===== config.mk =====
export PLATFORM = sky130hd
export DESIGN_NAME = pwm_capture_flat
export DESIGN_NICKNAME = d
export VERILOG_FILES = /design/src/rtl/pwm_capture_if.sv /design/src/rtl/pwm_capture.sv /design/src/flat_wrapper.sv
export SDC_FILE = /design/constraint.sdc
export NUM_CORES = 1
export LEC_CHECK = 0
export BUFFER_PORTS_ARGS = -buffer_cell sky130_fd_sc_hd__buf_2
export CORE_MARGIN = 4
export CORE_UTILIZATION = 49
export CTS_BUF_LIST = sky130_fd_sc_hd__clkbuf_4
export CTS_CLUSTER_DIAMETER = 200
export DETAILED_ROUTE_END_ITERATION = 12
export PLACE_DENSITY = 0.77
export RECOVER_POWER = 100
export SYNTH_ARGS = -nofsm -noshare
export SYNTH_HDL_FRONTEND = slang
export SYNTH_SLANG_ARGS = --single-unit

===== constraint.sdc =====
create_clock -name clk_i -period 4.1 [get_ports clk_i]
set_input_delay 1.025 -clock clk_i [delete_from_list [all_inputs] [get_ports clk_i]]
set_output_delay 1.025 -clock clk_i [all_outputs]
set_load 0.05 [all_outputs]

===== src/rtl/pwm_capture_if.sv =====
// Result/handshake bundle for pwm_capture.
// The measuring block drives the result side (master); the consumer drives ack_i (slave).
interface pwm_capture_if;
    logic        ack_i;
    logic        valid_o;
    logic [11:0] high_o;
    logic [11:0] low_o;
    logic        on_o;
    logic        off_o;
    logic        err_o;
    logic        overrun_o;

    modport master (
        input  ack_i,
        output valid_o, high_o, low_o, on_o, off_o, err_o, overrun_o
    );

    modport slave (
        output ack_i,
        input  valid_o, high_o, low_o, on_o, off_o, err_o, overrun_o
    );
endinterface


===== src/rtl/pwm_capture.sv =====
// Single-channel PWM capture.
// Samples pwm_i against the shared 12-bit period counter and, once per
// period, reports the rise/fall counter positions or a full-on/full-off/
// malformed classification through a valid/ack handshake.
module pwm_capture #(
    parameter int unsigned SYNC_STAGES = 2
) (
    input  logic        clk_i,
    input  logic        rst_i,
    input  logic [11:0] counter_i,
    input  logic        wrap_i,
    input  logic        pwm_i,
    input  logic        invert_i,
    pwm_capture_if.master res
);

    typedef enum logic {
        ST_IDLE,
        ST_MEASURE
    } state_t;

    logic [SYNC_STAGES-1:0] r_sync;
    logic [SYNC_STAGES-1:0] r_wrap_dly;
    logic [11:0]            r_cnt_dly [SYNC_STAGES];

    logic                   w_s;
    logic                   w_wrap_d;
    logic [11:0]            w_cnt_d;

    logic [1:0]             r_rise_cnt;
    logic [1:0]             r_fall_cnt;
    logic [11:0]            r_rise_val;
    logic [11:0]            r_fall_val;
    logic                   r_last_s;

    logic                   w_rise;
    logic                   w_fall;

    logic                   w_on;
    logic                   w_off;
    logic                   w_err;
    logic [11:0]            w_high;
    logic [11:0]            w_low;

    state_t                 r_state;
    logic                   r_valid;
    logic [11:0]            r_high;
    logic [11:0]            r_low;
    logic                   r_on;
    logic                   r_off;
    logic                   r_err;
    logic                   r_overrun;
    logic                   w_close;

    // The counter and wrap pulse are delayed by the synchronizer depth so each
    // sample is paired with the counter value that produced it.
    assign w_s      = r_sync[SYNC_STAGES-1] ^ invert_i;
    assign w_wrap_d = r_wrap_dly[SYNC_STAGES-1];
    assign w_cnt_d  = r_cnt_dly[SYNC_STAGES-1];

    // Synchronize pwm_i and delay counter/wrap by the same number of stages.
    always_ff @(posedge clk_i) begin
        if (rst_i) begin
            r_sync     <= '0;
            r_wrap_dly <= '0;
            for (int unsigned i = 0; i < SYNC_STAGES; i++) begin
                r_cnt_dly[i] <= '0;
            end
        end else begin
            r_sync       <= {r_sync[SYNC_STAGES-2:0], pwm_i};
            r_wrap_dly   <= {r_wrap_dly[SYNC_STAGES-2:0], wrap_i};
            r_cnt_dly[0] <= counter_i;
            for (int unsigned i = 1; i < SYNC_STAGES; i++) begin
                r_cnt_dly[i] <= r_cnt_dly[i-1];
            end
        end
    end

    assign w_rise = w_s & ~r_last_s;
    assign w_fall = ~w_s & r_last_s;

    // Per-period edge accumulators; restarted from the wrap-cycle sample.
    always_ff @(posedge clk_i) begin
        if (rst_i) begin
            r_rise_cnt <= '0;
            r_fall_cnt <= '0;
            r_rise_val <= '0;
            r_fall_val <= '0;
            r_last_s   <= 1'b0;
        end else if (w_wrap_d) begin
            r_rise_cnt <= w_s ? 2'd1 : 2'd0;
            r_fall_cnt <= '0;
            r_rise_val <= '0;
            r_fall_val <= '0;
            r_last_s   <= w_s;
        end else begin
            if (w_rise) begin
                if (r_rise_cnt == 2'd0) begin
                    r_rise_val <= w_cnt_d;
                end
                if (r_rise_cnt != 2'd2) begin
                    r_rise_cnt <= r_rise_cnt + 2'd1;
                end
            end
            if (w_fall) begin
                if (r_fall_cnt == 2'd0) begin
                    r_fall_val <= w_cnt_d;
                end
                if (r_fall_cnt != 2'd2) begin
                    r_fall_cnt <= r_fall_cnt + 2'd1;
                end
            end
            r_last_s <= w_s;
        end
    end

    // Classify the period that ends at this wrap from the pre-clear accumulators.
    always_comb begin
        w_on   = 1'b0;
        w_off  = 1'b0;
        w_err  = 1'b0;
        w_high = '0;
        w_low  = '0;
        if (r_rise_cnt == 2'd0 && !r_last_s) begin
            w_off = 1'b1;
        end else if (r_rise_cnt == 2'd1 && r_fall_cnt == 2'd0 &&
                     r_rise_val == 12'd0 && r_last_s) begin
            w_on = 1'b1;
        end else if (r_rise_cnt == 2'd1 && r_fall_cnt == 2'd1 &&
                     r_rise_val < r_fall_val && !r_last_s) begin
            w_high = r_rise_val;
            w_low  = r_fall_val;
        end else begin
            w_err = 1'b1;
        end
    end

    assign w_close = w_wrap_d && (r_state == ST_MEASURE);

    // Measurement FSM with registered result/handshake outputs.
    always_ff @(posedge clk_i) begin
        if (rst_i) begin
            r_state   <= ST_IDLE;
            r_valid   <= 1'b0;
            r_high    <= '0;
            r_low     <= '0;
            r_on      <= 1'b0;
            r_off     <= 1'b0;
            r_err     <= 1'b0;
            r_overrun <= 1'b0;
        end else begin
            case (r_state)
                ST_IDLE: begin
                    // The period in progress at reset release is incomplete.
                    if (w_wrap_d) begin
                        r_state <= ST_MEASURE;
                    end
                end
                ST_MEASURE: begin
                    if (w_close) begin
                        r_high    <= w_high;
                        r_low     <= w_low;
                        r_on      <= w_on;
                        r_off     <= w_off;
                        r_err     <= w_err;
                        r_valid   <= 1'b1;
                        // A same-cycle ack consumes the old result, so no overrun.
                        r_overrun <= r_valid & ~res.ack_i;
                    end else if (res.ack_i && r_valid) begin
                        r_valid   <= 1'b0;
                        r_overrun <= 1'b0;
                    end
                end
                default: r_state <= ST_IDLE;
            endcase
        end
    end

    assign res.valid_o   = r_valid;
    assign res.high_o    = r_high;
    assign res.low_o     = r_low;
    assign res.on_o      = r_on;
    assign res.off_o     = r_off;
    assign res.err_o     = r_err;
    assign res.overrun_o = r_overrun;

endmodule


===== src/flat_wrapper.sv =====
// flat-port wrapper written by rule: the top's interface ports become plain ports
module pwm_capture_flat 
#(
    parameter int unsigned SYNC_STAGES = 2
)
  (clk_i, rst_i, counter_i, wrap_i, pwm_i, invert_i, res_ack_i, res_valid_o, res_high_o, res_low_o, res_on_o, res_off_o, res_err_o, res_overrun_o);
  pwm_capture_if res_i ();
  input  logic clk_i;
  input  logic rst_i;
  input  logic [11:0] counter_i;
  input  logic wrap_i;
  input  logic pwm_i;
  input  logic invert_i;
  input wire logic [$bits(res_i.ack_i)-1:0] res_ack_i;
  output wire logic [$bits(res_i.valid_o)-1:0] res_valid_o;
  output wire logic [$bits(res_i.high_o)-1:0] res_high_o;
  output wire logic [$bits(res_i.low_o)-1:0] res_low_o;
  output wire logic [$bits(res_i.on_o)-1:0] res_on_o;
  output wire logic [$bits(res_i.off_o)-1:0] res_off_o;
  output wire logic [$bits(res_i.err_o)-1:0] res_err_o;
  output wire logic [$bits(res_i.overrun_o)-1:0] res_overrun_o;
  assign res_i.ack_i = res_ack_i;
  assign res_valid_o = res_i.valid_o;
  assign res_high_o = res_i.high_o;
  assign res_low_o = res_i.low_o;
  assign res_on_o = res_i.on_o;
  assign res_off_o = res_i.off_o;
  assign res_err_o = res_i.err_o;
  assign res_overrun_o = res_i.overrun_o;
  pwm_capture #(.SYNC_STAGES(SYNC_STAGES)) u_core (.clk_i(clk_i), .rst_i(rst_i), .counter_i(counter_i), .wrap_i(wrap_i), .pwm_i(pwm_i), .invert_i(invert_i), .res(res_i));
endmodule

==> flow_metrics.tcl, run 1 <==
set metrics [dict create \
    outcome "complete, no violations" \
    hpwl_um 4773 \
    netlist_area_um2 3516 \
    fin_area_um2 3859 \
    ir_drop_v 0.0002116 \
    cp.required_ps 4390 \
    yosysTopAreaCell "dfxtp_1" \
    first_pass_iters 4 \
    rrSetupSlack_ps 1620 \
    drv_cap 0 \
    cts_tree "done" \
    nets 438 \
    synthCells 366 \
    worstHoldPathType "reg2reg" \
    dpl_cell_area_um2 3766 \
    skew_ps 13.29 \
    core-area_um2 6869 \
    p_leak_nw 1.382 \
    async_flop_share_pct 0 \
    place.gp.congestion 0.8801 \
    port_buffers 46 \
    grt_max_degree 40 \
    wl_um 6611 \
    powerDensity_nw_per_um2 386.9 \
    ys_seq_area_share_pct 49.54 \
    end_kind "flip-flop" \
    holdBufCountCts 0 \
    ys_types 36 \
    final.fill_count 649 \
    grt_first_pass_wirelength_um 11230 \
    min_path_cells 1 \
    ys_top_cells_by_area "dfxtp_1 (50%), o31ai_2 (6.4%), nand2_1 (6.3%)" \
    first_iter_violations 113 \
    cts_buffer_depth 2 \
    area_growth_pct 9.751 \
    crit_type "in2reg" \
    die_area_um2 8594 \
    yosysWarnings 0 \
    synth_nets 401 \
    ys_seq_elements 87 \
    synth_edf_count 0 \
    wire_per_inst_um 13.12 \
    worst-r2r-cell-count 6 \
    grt_overflow 0 \
    cp-start-kind "input pin" \
    ant_nets 0 \
    insertion_delay_ps 430 \
    hold_viol_final 0 \
    grt_pass1_vias 2334 \
    initial_utilization_pct 51.18 \
    antenna_found_initial 0 \
    max_clock_freq_ghz 0.3387 \
    min_to "u_core.r_cnt_dly[0][12]" \
    synth_commonest_cells "dfxtp_1 (87), nand2_1 (59), nor2b_1 (29)" \
    worstHoldStart "u_core.r_cnt_dly[0][0]" \
    cts_setup_buffers 0 \
    viasPerCell 5.052 \
    clk_pin_slew_ps 130 \
    io_pins 47 \
    n_antenna_cell 0 \
    timing.slew.headroom_pct 2.354 \
    synth_flop_cell "dfxtp_1" \
    critPathMaxFanout 39 \
    period_minus_slack_ps 2953 \
    vias 2546 \
    rows 30 \
    fin_tns_setup_ps 0 \
    cts_inserted_buffers 9 \
    die_y_um 92.71 \
    cts_root_buffer "clkbuf_4" \
    cts_resized 0 \
    drive_above_1_share_pct 13.73 \
    setup_viol 0 \
    synth.top_cell.area_share_pct 49.54 \
    syn_avg_cell_area_um2 9.606 \
    synth_most_common_cell "dfxtp_1" \
    drc_errors 0 \
    arrival_ps 3250 \
    cts_sinks 87 \
    rsz0062_at_grt "false" \
    reg2reg_to "u_core.res.err_o" \
    grt_usage_pct 16.38 \
    r2r-start "u_core.r_fall_val[11]" \
    period_share_pct 72.02 \
    h-tree-depth 3 \
    worstMarginPinSlew_ps 1465 \
    drv_slew 0 \
    die_x_um 92.71 \
]
==> registers in the layout, indices dropped and copies added, names as in the netlist <==
| name | count |
|---|---|
| u_core.r_sync | 2 |
| u_core.r_rise_val | 12 |
| u_core.r_wrap_dly | 2 |
| u_core.r_state | 1 |
| u_core.r_cnt_dly | 24 |
| u_core.r_fall_val | 12 |
| u_core.res.overrun_o | 1 |
| u_core.res.off_o | 1 |
| u_core.r_rise_cnt | 2 |
| u_core.res.valid_o | 1 |
| u_core.r_fall_cnt | 2 |
| u_core.res.err_o | 1 |
| u_core.res.high_o | 12 |
| u_core.r_last_s | 1 |
| u_core.res.low_o | 12 |
| u_core.res.on_o | 1 |
==> kinds of logic (layout without fill, tap and decap cells) <==
logic type,Yosys count,after routing,share of synthesized area [%]
XOR/XNOR,2,2,0.4983
flip-flops,87,87,49.54
buffers and inverters,38,80,4.982
AND/OR/NAND/NOR,151,151,20.75
multiplexers,13,13,3.737
adder cells (fa/ha/maj),17,17,6.050
AO/OA/AOI/OAI,58,58,14.45
==> critical path: stages <==
cell,delay (ps)
clkbuf_1,1040
inv_1,750
nand3_1,350
o31ai_2,80
==> how the worst max path moves through the flow <==
stage	from	to	cells after the start
3_5_place_dp	rst_i	u_core.res.high_o[10]	4
4_1_cts	u_core.r_fall_val[11]	u_core.res.err_o	6
5_1_grt	rst_i	u_core.res.low_o[7]	4
3_3_place_gp	u_core.r_fall_val[9]	u_core.res.err_o	6
6_report	rst_i	u_core.res.high_o[10]	4
2_1_floorplan	rst_i	u_core.res.low_o[0]	5
==> metal layers <==
metal  vias to the layer above  wire length [µm]  global-route usage, %
met4                         0                83                  5.495
met3                         8               343                  4.305
li1                       1311                 -                      -
met2                        58              3139                  26.53
met5                         -                 0                      0
met1                      1169              3044                  21.25
==> report_power, final <==
part / switching (mW) / internal [mW]
logic: 0.0937 / 0.0411
registers: 0.0156 / 0.867
clock network: 0.276 / 0.200
total: 0.385 / 1.11
==> layout by cell type (no fill, tap or decap), drive strengths merged, types with 4 or more instances in the layout <==
master / instances
buf: 18
nor2b: 29
nand3: 23
o21ai: 4
a21oi: 21
ha: 17
o31ai: 24
clkbuf: 41
nor3: 4
dfxtp: 87
nand2: 59
nor2: 21
mux2i: 12
inv: 17
==> layout make-up <==
class	count	area (µm²)	area share [%]
Inverter	16	60.06	1.556
Tap cell	96	120.1	3.113
Sequential cell	87	1742	45.14
Multi-Input combinational cell	241	1589	41.18
Clock buffer	11	82.58	2.140
Clock inverter	5	57.56	1.492
Timing Repair Buffer	48	207.7	5.383
==> through the flow <==
step	power [mW]	util, %	hold slack (ps)	setup slack, ps	std cells
after floorplan	1.013	-	413.8	2036	366
after global placement	1.033	54.83	422.0	1622	488
after detailed placement	1.037	54.83	422.0	1560	488
after CTS	1.513	56.87	452.3	1596	504
after global routing	1.562	56.17	466.0	890.4	504
final	1.493	56.17	446.1	1147	504
Power figures use the tool's default switching activity.
==> run 2: changes to the inputs <==
Settings changed: PLACE_DENSITY 0.77 to 0.79.
Clock period 4.1 ns to 2.6 ns, I/O delays scaled along.
==> run 2 against run 1 <==
Routed wire length down 0.92%. Final area down 1.7%. Count of clock-buffer cells in the layout shrank 2. Total power increased by 56%. Combinational power is 53% higher. Non-clock buffer count rose by 2. Sequential share of layout area up 0.79 points. Utilization is 0.97 points lower. Sequential power increased by 58%. Worst setup slack worse by 690 ps. Sequential cell count stayed put. Register-to-register slack got worse by 1100 ps. Critical endpoint is now u_core.r_fall_val[3]. Largest cell class unchanged.
==> flow_metrics.tcl, run 2 (same netlist as run 1, synthesis figures left out) <==
set metrics [dict create \
    outcome "complete, no violations" \
    grt_max_degree 33 \
    die_x_um 92.71 \
    ir_drop_v 0.0003961 \
    cts_setup_buffers 0 \
    hold_viol_final 0 \
    final_core_util_pct 55.21 \
    ant_nets 0 \
    largest_reg_flops 24 \
    holdBufCountCts 0 \
    fin_area_um2 3792 \
    crit_type "in2reg" \
    max_clock_freq_ghz 0.4658 \
    regMostFlops "u_core.r_cnt_dly" \
    worstMarginPinSlew_ps 1208 \
    path_delay_family "buffers and inverters" \
    cp.required_ps 2900 \
    period_share_pct 82.57 \
    initial_utilization_pct 51.18 \
    wl_um 6550 \
    antenna_found_initial 0 \
    setup_viol 0 \
    path_cells "buf_2 > clkbuf_1 > or2_2 > nor2_1" \
    cts_tree "done" \
    total_power_mw 2.335 \
    skew_ps 13.37 \
    core-area_um2 6869 \
    final_cell_mix "dfxtp_1 (87), nand2_1 (59), clkbuf_1 (30)" \
    worst-r2r-cell-count 7 \
    first_pass_iters 5 \
    drv_slew 0 \
    die_area_um2 8594 \
    cts_buffer_depth 2 \
    mostFrequentLayoutCell "dfxtp_1" \
    viasPerCell 5.053 \
    hpwl_um 4756 \
    fin_tns_setup_ps 0 \
    place.gp.congestion 0.8688 \
    cpMaxStageDelayCell "clkbuf_1" \
    clk_pin_slew_ps 130 \
    maxUsedRoutingLayer "met4" \
    grt_pass1_vias 2343 \
    first_iter_violations 113 \
    timing.slew.headroom_pct 19.46 \
    end_kind "flip-flop" \
    rsz0062_at_grt "false" \
    insertion_delay_ps 430 \
    wire_per_inst_um 12.94 \
    route.met2.wl_um 3063 \
    worstHoldPathType "in2reg" \
    powerDensity_nw_per_um2 615.6 \
    wl_met1_um 3104 \
    n_antenna_cell 0 \
    grt_usage_pct 16.14 \
    drc_errors 0 \
    reg2reg_to "u_core.res.err_o" \
    wl_met3_um 355 \
    cts_inserted_buffers 9 \
    dpl_cell_area_um2 3781 \
    crit_start "rst_i" \
    grt_first_pass_wirelength_um 11020 \
    path_buf_inv 2 \
    final.fill_count 623 \
    nets 440 \
    grt_overflow 0 \
    p_leak_nw 1.376 \
    cp-start-kind "input pin" \
    critPathMaxFanout 32 \
    cts_resized 0 \
    h-tree-depth 3 \
    rows 30 \
    r2r-start "u_core.r_fall_val[11]" \
    drive_above_1_share_pct 10.98 \
    arrival_ps 2440 \
    port_buffers 46 \
    area_growth_pct 7.865 \
    period_minus_slack_ps 2147 \
    die_y_um 92.71 \
    endpoint "u_core.r_fall_val[3]" \
    io_pins 47 \
    cts_root_buffer "clkbuf_4" \
    drv_cap 0 \
    cp_num_cells 4 \
    rrSetupSlack_ps 480 \
    cpPeakStageDelay_ps 910 \
    vias 2557 \
    cts_sinks 87 \
]
[run 2: final cells by class]
| class | count | area (µm²) | area share (%) |
|---|---|---|---|
| flip-flops and latches | 87 | 1742 | 45.93 |
| multi-input cells | 241 | 1515 | 39.95 |
| repair buffers | 50 | 217.7 | 5.741 |
| well taps | 96 | 120.1 | 3.167 |
| clock inverters | 7 | 70.07 | 1.848 |
| clock buffers | 9 | 67.56 | 1.782 |
| inverters | 16 | 60.06 | 1.584 |
[run 2: how the worst min path moves through the flow]
stage                           startpoint                 endpoint  slack, ps  cells after the start
global placement    u_core.r_cnt_dly[0][3]  u_core.r_cnt_dly[0][15]        420                      1
detailed placement  u_core.r_cnt_dly[0][2]  u_core.r_cnt_dly[0][14]        420                      1
global route                  counter_i[8]   u_core.r_cnt_dly[0][8]        380                      2
CTS                           counter_i[0]   u_core.r_cnt_dly[0][0]        390                      2
floorplan           u_core.r_cnt_dly[0][0]  u_core.r_cnt_dly[0][12]        410                      1
finish                        counter_i[9]   u_core.r_cnt_dly[0][9]        420                      2
[run 2: metrics by stage]
step / cells / hold WS [ps] / worst slack (ps)
6_report: 506 / 420.9 / 453.1
5_1_grt: 506 / 381.8 / 255.7
4_1_cts: 506 / 392.1 / 463.3
3_5_place_dp: 490 / 422.6 / 497.3
3_3_place_gp: 490 / 421.2 / 530.8
2_1_floorplan: 366 / 413.8 / 757.0
[run 2: report_power, final]
group          internal (mW)  total, mW  switching (mW)
sequential              1.37       1.39          0.0243
clock                  0.295      0.737           0.442
combinational         0.0677      0.206           0.138
total                   1.73       2.33           0.605
[run 2: metal layers]
metal	GRT usage, %	vias up
li1	-	1315
met1	21.30	1178
met2	25.44	60
met3	5.037	4
met4	4.762	0
met5	0	-
==> run 3: changes to the inputs <==
Clock period 2.6 ns to 1.8 ns, I/O delays scaled along.
==> run 3 against run 2 <==
The run now ends with setup timing left. Total power up 54%. Via count rose by 12%. Combinational power rose to 2.5 times the previous value. Worst setup slack got worse by 480 ps. Global-route usage is 2.7 points higher. Worst hold slack worse by 200 ps. Final cell count up 6.3%. Utilization increased by 11 points. Largest cell class is now multi-input combinational cells.
==> flow_metrics.tcl, run 3 (same netlist as run 1, synthesis figures left out) <==
set metrics [dict create \
    viasPerCell 5.312 \
    powerDensity_nw_per_um2 793.5 \
    clk_pin_slew_ps 130 \
    cts_buffer_depth 2 \
    holdBufCountCts 0 \
    setup_viol 20 \
    drc_errors 0 \
    drv_cap 0 \
    drv_slew 0 \
    rrSetupSlack_ps -30 \
    end_kind "flip-flop" \
    hold_ws_ps 221.1 \
    path_cells "ha_4 > nand4_1 > o2111ai_2 > a211o_4 > buf_12 > o31ai_4" \
    regMostFlops "u_core.r_cnt_dly" \
    outcome "finished, violations left" \
    die_x_um 92.71 \
    drive_above_1_share_pct 33.71 \
    min_path_cells 2 \
    critPathMaxFanout 6 \
    ant_nets 0 \
    first_pass_iters 4 \
    p_leak_nw 1.749 \
    place.gp.congestion 0.8853 \
    arrival_ps 2170 \
    io_pins 47 \
    antenna_found_initial 0 \
    core-area_um2 6869 \
    worst-r2r-cell-count 6 \
    area_growth_pct 28.68 \
    hpwl_um 5363 \
    max_clock_freq_ghz 0.5477 \
    hold_viol_final 0 \
    cpMaxStageDelayCell "dfxtp_1" \
    cts_sinks 87 \
    worstMarginPinSlew_ps 1246 \
    cp_num_cells 6 \
    grt_max_degree 33 \
    cts_tree "done" \
    mostFrequentLayoutCell "dfxtp_1" \
    path_delay_family "compound AO/OA/AOI/OAI gates" \
    cp-start-kind "flip-flop" \
    grt_pass1_vias 2685 \
    die_area_um2 8594 \
    wl_um 8117 \
    violations "setup timing" \
    port_buffers 46 \
    grt_overflow 0 \
    path_buf_inv 1 \
    grt_usage_pct 18.84 \
    n_antenna_cell 0 \
    cp.required_ps 2140 \
    final_cell_mix "dfxtp_1 (77), nand2_1 (59), clkbuf_2 (31)" \
    cts_inserted_buffers 9 \
    skew_ps 17.19 \
    initial_utilization_pct 51.18 \
    nets 472 \
    cts_root_buffer "clkbuf_4" \
    first_iter_violations 170 \
    crit_type "reg2reg" \
    insertion_delay_ps 430 \
    wire_per_inst_um 15.09 \
    worstHoldPathType "in2reg" \
    period_share_pct 101.4 \
    rsz0062_at_grt "true" \
    pre_cts_slack_ps -56.79 \
    timing.slew.headroom_pct 16.92 \
    rows 30 \
    vias 2858 \
    setup_slack_ps -25.87 \
    die_y_um 92.71 \
    cpPeakStageDelay_ps 420 \
    grt_first_pass_wirelength_um 12580 \
    period_minus_slack_ps 1826 \
    largest_reg_flops 24 \
    h-tree-depth 3 \
    ir_drop_v 0.0005699 \
]
-- run 3: changes by cell type in the layout (fill, tap and decap cells not counted), moves of 10 or more --
cell,change
clkbuf_2,+30
clkbuf_1,-28
buf_4,+23
o31ai_1,-19
o31ai_4,+14
dfxtp_1,-10
dfxtp_2,+10
-- run 3: report_power, final --
group / internal [mW] / switching, mW / leakage (nW)
logic: 0.212 / 0.305 / 0.959
registers: 1.97 / 0.0341 / 0.713
clock network: 0.434 / 0.631 / 0.0761
-- run 3: final cells by class --
type                       count  area (µm²)
inverter                      16       60.06
timing repair buffer          82       610.6
clock buffer                  10       75.07
tap                           96       120.1
clock inverter                 6       61.31
fill                         516        2345
sequential                    87        1754
multi-input combinational    241        1843
-- run 3: final timing paths --
check | start | endpoint
max | u_core.r_rise_val[10] | u_core.res.low_o[6]
min | pwm_i | u_core.r_sync[0]
min reg2reg | u_core.r_cnt_dly[0][8] | u_core.r_cnt_dly[0][20]
max reg2reg | u_core.r_rise_val[10] | u_core.res.low_o[6]
-- run 3: metrics by stage --
step | instance area, µm² | utilization (%) | power, mW | std cells | TNS [ps]
final | 4524 | 65.87 | 3.590 | 538 | -265.8
after detailed placement | 4013 | 58.42 | 2.448 | 514 | -883.8
after CTS | 4319 | 62.88 | 3.520 | 532 | -3.113
after global routing | 4524 | 65.87 | 3.754 | 538 | -1780
after floorplan | 3517 | - | 2.308 | 366 | 0
after global placement | 4013 | 58.42 | 2.430 | 514 | 0
-- run 3: routing by layer --
layer | global-route usage (%) | share of wire, % | up-vias
li1 | - | - | 1384
met1 | 22.30 | 40 | 1327
met2 | 31.54 | 50 | 118
met3 | 6.093 | 7.4 | 29
met4 | 7.692 | 2.7 | 0
met5 | 0 | 0 | -
-- run 3: timing repair --
action | CTS | global route
cloned | 2 | 2
resized for setup | 23 | 24
hold endpoints to repair | 0 | 0
setup buffers | 0 | 4
pin swaps | 11 | 29
setup endpoints to repair | 25 | 25
